`src/rtl/ascon_pkg.sv`:
```
// Shared types and constants for the Ascon message loader.
package ascon_pkg;

    typedef enum logic [1:0] {
        ST_IDLE  = 2'd0,
        ST_FILL  = 2'd1,
        ST_HOLD  = 2'd2,
        ST_ERROR = 2'd3
    } loader_state_t;

    localparam logic [7:0] PAD_BYTE   = 8'h80;
    localparam int         MAX_BLOCKS = 4;
    localparam logic [1:0] LAST_INDEX = 2'(MAX_BLOCKS - 1);

endpackage

```
`src/rtl/ascon_data_loader_if.sv`:
```
// Byte-in / block-out bundle between the message source, the loader and the core.
// Byte side: a byte moves on a rising edge where i_byte_valid, o_byte_ready and i_sys_enable are all 1;
// block side: o_data is offered while o_data_valid=1 and is consumed by a one-cycle i_data_ack pulse.
interface ascon_data_loader_if;
    import ascon_pkg::*;

    logic          i_sys_enable;
    logic [7:0]    i_byte;
    logic          i_byte_valid;
    logic          i_byte_last;
    logic          o_byte_ready;
    logic [63:0]   o_data;
    logic          o_data_valid;
    logic          i_data_ack;
    logic          o_start;
    logic [1:0]    o_block_index;
    logic          o_last_block;
    logic          o_error;
    loader_state_t dbg_state;

    modport slave (
        input  i_sys_enable, i_byte, i_byte_valid, i_byte_last, i_data_ack,
        output o_byte_ready, o_data, o_data_valid, o_start, o_block_index,
               o_last_block, o_error, dbg_state
    );

    modport master (
        output i_sys_enable, i_byte, i_byte_valid, i_byte_last, i_data_ack,
        input  o_byte_ready, o_data, o_data_valid, o_start, o_block_index,
               o_last_block, o_error, dbg_state
    );

endinterface

```
`src/rtl/ascon_data_loader.sv`:
```
// Packs a byte stream big-endian into 64-bit blocks for the Ascon core, at most four per message.
// Define ASCON_LOADER_PAD_EN to append the 0x80 pad byte (and an extra pad block on 8-byte boundaries).
module ascon_data_loader
    import ascon_pkg::*;
(
    input logic                clock,
    input logic                reset,
    ascon_data_loader_if.slave bus
);

`ifdef ASCON_LOADER_PAD_EN
    localparam bit PAD_EN = 1'b1;
`else
    localparam bit PAD_EN = 1'b0;
`endif

    loader_state_t state;
    logic [63:0]   data_q;
    logic [2:0]    byte_pos;
    logic [1:0]    block_index;
    logic          last_block;
    logic          data_valid;
    logic          start;
    logic          error;
    logic          pad_pending;

    logic          ready_int;
    logic          block_done;
    logic          full_last;
    logic [5:0]    shift;
    logic [63:0]   data_next;

    assign ready_int  = (state == ST_IDLE) || (state == ST_FILL);
    assign block_done = (byte_pos == 3'd7) || bus.i_byte_last;
    assign full_last  = bus.i_byte_last && (byte_pos == 3'd7);
    assign shift      = {~byte_pos, 3'b000};

    // The first byte of a block clears the rest, which gives the zero fill for free.
    always_comb begin
        data_next = (byte_pos == 3'd0) ? 64'd0 : data_q;
        data_next = data_next | ({56'd0, bus.i_byte} << shift);
        if (PAD_EN && bus.i_byte_last && (byte_pos != 3'd7))
            data_next = data_next | (({56'd0, PAD_BYTE} << shift) >> 8);
    end

    always_ff @(posedge clock) begin
        if (reset) begin
            state       <= ST_IDLE;
            data_q      <= '0;
            byte_pos    <= '0;
            block_index <= '0;
            last_block  <= 1'b0;
            data_valid  <= 1'b0;
            start       <= 1'b0;
            error       <= 1'b0;
            pad_pending <= 1'b0;
        end else if (bus.i_sys_enable) begin
            start <= 1'b0;
            case (state)
                ST_IDLE, ST_FILL: begin
                    if (bus.i_byte_valid) begin
                        data_q   <= data_next;
                        byte_pos <= byte_pos + 3'd1;
                        state    <= ST_FILL;
                        if (state == ST_IDLE) begin
                            start       <= 1'b1;
                            block_index <= '0;
                            last_block  <= 1'b0;
                            pad_pending <= 1'b0;
                        end
                        if (block_done) begin
                            state       <= ST_HOLD;
                            data_valid  <= 1'b1;
                            byte_pos    <= '0;
                            // A message filling its block exactly defers "last" to the pad block.
                            last_block  <= bus.i_byte_last && !(PAD_EN && full_last);
                            pad_pending <= PAD_EN && full_last;
                        end
                    end
                end
                ST_HOLD: begin
                    if (bus.i_data_ack) begin
                        if (pad_pending && (block_index != LAST_INDEX)) begin
                            pad_pending <= 1'b0;
                            data_q      <= {PAD_BYTE, 56'd0};
                            block_index <= block_index + 2'd1;
                            last_block  <= 1'b1;
                        end else if (last_block && !pad_pending) begin
                            state      <= ST_IDLE;
                            data_valid <= 1'b0;
                            if (block_index != LAST_INDEX)
                                block_index <= block_index + 2'd1;
                        end else if (block_index == LAST_INDEX) begin
                            // More data (or a pad block) would need a fifth block.
                            state       <= ST_ERROR;
                            data_valid  <= 1'b0;
                            error       <= 1'b1;
                            pad_pending <= 1'b0;
                        end else begin
                            state       <= ST_FILL;
                            data_valid  <= 1'b0;
                            block_index <= block_index + 2'd1;
                        end
                    end
                end
                ST_ERROR: state <= ST_ERROR;
                default:  state <= ST_IDLE;
            endcase
        end
    end

    assign bus.o_byte_ready  = ready_int && bus.i_sys_enable;
    assign bus.o_data        = data_q;
    assign bus.o_data_valid  = data_valid;
    assign bus.o_start       = start;
    assign bus.o_block_index = block_index;
    assign bus.o_last_block  = last_block;
    assign bus.o_error       = error;
    assign bus.dbg_state     = state;

endmodule

```
`src/flat_wrapper.sv`:
```
// flat-port wrapper written by rule: the top's interface ports become plain ports
module ascon_data_loader_flat import ascon_pkg::*;
  (clock, reset, bus_i_sys_enable, bus_i_byte, bus_i_byte_valid, bus_i_byte_last, bus_i_data_ack, bus_o_byte_ready, bus_o_data, bus_o_data_valid, bus_o_start, bus_o_block_index, bus_o_last_block, bus_o_error, bus_dbg_state);
  ascon_data_loader_if bus_i ();
  input logic clock;
  input logic reset;
  input wire logic [$bits(bus_i.i_sys_enable)-1:0] bus_i_sys_enable;
  input wire logic [$bits(bus_i.i_byte)-1:0] bus_i_byte;
  input wire logic [$bits(bus_i.i_byte_valid)-1:0] bus_i_byte_valid;
  input wire logic [$bits(bus_i.i_byte_last)-1:0] bus_i_byte_last;
  input wire logic [$bits(bus_i.i_data_ack)-1:0] bus_i_data_ack;
  output wire logic [$bits(bus_i.o_byte_ready)-1:0] bus_o_byte_ready;
  output wire logic [$bits(bus_i.o_data)-1:0] bus_o_data;
  output wire logic [$bits(bus_i.o_data_valid)-1:0] bus_o_data_valid;
  output wire logic [$bits(bus_i.o_start)-1:0] bus_o_start;
  output wire logic [$bits(bus_i.o_block_index)-1:0] bus_o_block_index;
  output wire logic [$bits(bus_i.o_last_block)-1:0] bus_o_last_block;
  output wire logic [$bits(bus_i.o_error)-1:0] bus_o_error;
  output wire logic [$bits(bus_i.dbg_state)-1:0] bus_dbg_state;
  assign bus_i.i_sys_enable = bus_i_sys_enable;
  assign bus_i.i_byte = bus_i_byte;
  assign bus_i.i_byte_valid = bus_i_byte_valid;
  assign bus_i.i_byte_last = bus_i_byte_last;
  assign bus_i.i_data_ack = bus_i_data_ack;
  assign bus_o_byte_ready = bus_i.o_byte_ready;
  assign bus_o_data = bus_i.o_data;
  assign bus_o_data_valid = bus_i.o_data_valid;
  assign bus_o_start = bus_i.o_start;
  assign bus_o_block_index = bus_i.o_block_index;
  assign bus_o_last_block = bus_i.o_last_block;
  assign bus_o_error = bus_i.o_error;
  assign bus_dbg_state = bus_i.dbg_state;
  ascon_data_loader u_core (.clock(clock), .reset(reset), .bus(bus_i));
endmodule
```
`config.mk`:
```
export PLATFORM = sky130hd
export DESIGN_NAME = ascon_data_loader_flat
export DESIGN_NICKNAME = d
export VERILOG_FILES = /design/src/rtl/ascon_pkg.sv /design/src/rtl/ascon_data_loader_if.sv /design/src/rtl/ascon_data_loader.sv /design/src/flat_wrapper.sv
export SDC_FILE = /design/constraint.sdc
export NUM_CORES = 1
export LEC_CHECK = 0
export ABC_AREA = 1
export CAP_MARGIN = 20
export CORE_ASPECT_RATIO = 0.7
export CORE_MARGIN = 2
export CORE_UTILIZATION = 41
export CTS_CLUSTER_SIZE = 25
export DETAILED_ROUTE_END_ITERATION = 6
export HOLD_SLACK_MARGIN = 0.1
export PLACE_DENSITY = 0.71
export SETUP_SLACK_MARGIN = 0.4
export SYNTH_ARGS = -nofsm -noshare
export SYNTH_HDL_FRONTEND = slang
export SYNTH_SLANG_ARGS = --single-unit
```
`constraint.sdc`:
```
create_clock -name clock -period 2 [get_ports clock]
set_input_delay 0.3 -clock clock [delete_from_list [all_inputs] [get_ports clock]]
set_output_delay 0.3 -clock clock [all_outputs]
set_load 0.01 [all_outputs]
```
==> qor.txt <==
Compound-Gate Fraction of Synth Area: 13.15%
simple-gate area share of the yosys netlist: 27.56%
CP Launch Type: flop
Multi-input gate area: 1336 um2
Worst Hold Path Cells: 4
critical-path cell list: clkdlybuf4s50_1
TritonRoute pass-1 iters: 6
Hold Path Origin: bus_i_sys_enable
Metal-1 WL: 3855 um
uppermost routed layer: met4
Rel. slew slack: 70.30%
IO buf count: 86
Seq cells post-synth: 75
final core occ: 56.91%
nets: 520
worst flop-to-flop path endpoint: u_core.bus.o_data[45]
asr flop ratio synth: 0%
crit-path max FO: 2
FF+latch area: 1506 um2
Tot Pwr: 2.774 mW
unrepaired setup endpoints after global routing: false
met2 WL post-DR: 3545 um
Synth Instances: 420
Synth area leaders: dfxtp_1 48%, nand2_1 19%, a21oi_1 11%, buf_6 4.6%, nor2_1 3.2%
IO Count: 87
antenna-violating nets left: 0
Setup Skew: 7.917 ps
Synth top area share: 47.52%
xor/xnor share of the synthesized area: 0%
Syn Area/Cell: 7.522 um2
Final Max Tran Viols: 0
first-pass GRT wire length: 13570 um
Fill cells: 723
H-tree levels: 3
Initial Util: 42.78%
CTS Root Cell: clkbuf_8
top cell type by total area after synthesis: dfxtp_1
DRC: 0
Worst-Margin Slew: 442.0 ps
Clock Path Buffers: 2
post-detail-place hpwl: 5825 um
routed length per instance: 13.86 um
Hold Slack: 337.1 ps
cell total after placement: 586
YS warnings: 0
Mapped Area: 3159 um2
final instance area: 4203 um2
Num CTS Buffers: 9
Post-Synth Adder-Cell Area: 1.584%
core box area: 7385 um2
total global-route track usage: 20.64%
Area Overhead vs Synth: 33.03%
via count: 2997
pin count of the biggest net entering global routing: 43
Critical Path AT: 1260 ps
Setup Total Neg Slack: 0 ps
vias in the first global route: 2718
Post-synth EDFFs: 0
RR Startpoint: u_core.byte_pos[1]
Final period util: 78.13%
maximum VDD drop: 0.0002604 V
DR WL met3: 922 um
Final min period: 1563 ps
Power Density: 660.0 nW/um2
Static Leak: 1.740 nW
Peak Freq: 0.6400 GHz
initial antenna violation count: 0
Slowest-stage cell, CP: clkdlybuf4s50_1
share of cells above drive strength 1: 7.905%
HP Class: input pin to flop
full die area: 8435 um2
Die Span Y: 77.45 um
CTS tree: done
post-synthesis mux area share: 0%
CP required: 1700 ps
post-synthesis sequential area ratio: 47.52%
DP Area: 3975 um2
FF-to-FF path depth: 6
Crit. End Element: output pin
grt total ovfl: 0
min setup slack post-route: 437.4 ps
Die W: 108.9 um
flop2flop setup slack: 550 ps
Vias/cell: 4.962
# rows: 26
final setup vio count: 0
MaxCap Viol Count: 0
CTS Sinks: 75
Most used DFF post-synth: dfxtp_1
Routed Wire Length: 8370 um
Final Hold Viols: 0
CTS clk-pin slew, worst paths: 70 ps
Syn Nets: 438
Worst-Skew Late Latency: 350 ps
Top delay family on crit path: buffers and inverters
pre-CTS WS: 154.4 ps
Placer Congestion: 0.8353
Crit Path Category: flop to output pin
status: complete, no violations
final non-filler cell total: 604
largest family of logic cells by synthesized area: simple AND/OR/NAND/NOR gates
Crit path largest cell delay: 580 ps
# diodes: 0
Bufs and invs on worst path: 1
synth unique cells: 23
Hold Path Sink: u_core.bus.o_start
DRT iter0 DRCs: 195
==> area by class of cell <==
| class | instances | area share, % |
|---|---|---|
| timing repair buffer | 98 | 23.76 |
| sequential | 75 | 35.84 |
| inverter | 21 | 1.876 |
| tap | 98 | 2.918 |
| clock inverter | 3 | 0.3572 |
| clock buffer | 12 | 3.453 |
| multi-input combinational | 297 | 31.80 |
==> cells in the mapped netlist (3+ instances only) <==
| library cell | n |
|---|---|
| a21oi_1 | 71 |
| nor2_1 | 27 |
| buf_2 | 4 |
| buf_6 | 13 |
| dfxtp_1 | 75 |
| a21oi_2 | 5 |
| dlygate4sd1_1 | 3 |
| nor3_1 | 16 |
| buf_4 | 4 |
| ha_1 | 4 |
| inv_1 | 19 |
| nand3_1 | 6 |
| nor2_4 | 3 |
| nand2_1 | 157 |
==> what timing repair did <==
action	CTS	global route
pin swaps	0	0
endpoints found under the setup margin	5	48
hold buffers	0	0
gates resized for setup	6	18
buffers inserted	0	3
==> flip-flops by register name, summed over array words and instances (netlist names) <==
| name | cells |
|---|---|
| u_core.bus.dbg_state | 2 |
| u_core.bus.o_block_index | 2 |
| u_core.bus.o_data | 64 |
| u_core.bus.o_data_valid | 1 |
| u_core.bus.o_error | 1 |
| u_core.bus.o_last_block | 1 |
| u_core.bus.o_start | 1 |
| u_core.byte_pos | 3 |
==> worst max path at each step <==
stage,startpoint,to,cells after the start
after floorplan,u_core.byte_pos[1],u_core.bus.o_data[40],8
after global placement,bus_i_sys_enable,bus_o_byte_ready,4
after detailed placement,bus_i_sys_enable,bus_o_byte_ready,4
after CTS,u_core.bus.dbg_state[1],bus_dbg_state[1],1
after global routing,bus_i_byte_valid,u_core.bus.o_data[45],8
final,u_core.bus.o_data[31],bus_o_data[31],1
==> power by group <==
| group | switching (mW) | internal (mW) |
|---|---|---|
| Clock | 0.527 | 0.472 |
| Combinational | 0.156 | 0.0956 |
| Sequential | 0.0135 | 1.51 |
| Total | 0.696 | 2.08 |
==> per-layer routing <==
layer,track usage [%],vias to the layer above
met4,3.462,0
met1,30.64,1365
met3,7.815,7
met5,0,-
met2,28.51,119
li1,-,1506
==> cell families after synthesis <==
kind of cell               Yosys count
AOI/OAI and AO/OA                   79
and+or+nand+nor                    214
buffers and inverters               48
DFF                                 75
adders and majority gates            4
==> layout by cell type, fill, tap and decap left out, drive strengths merged <==
cell type	instances
o21ai	2
dlymetal6s2s	15
nor2	30
inv	21
clkdlybuf4s50	66
nand3	7
dfxtp	75
nand3b	1
ha	4
dlygate4sd2	4
a21oi	76
buf	13
clkinv	3
a31oi	1
nor3	16
clkbuf	12
nand4	2
nand2	158
Note: power is estimated with default switching activity, not from simulation.
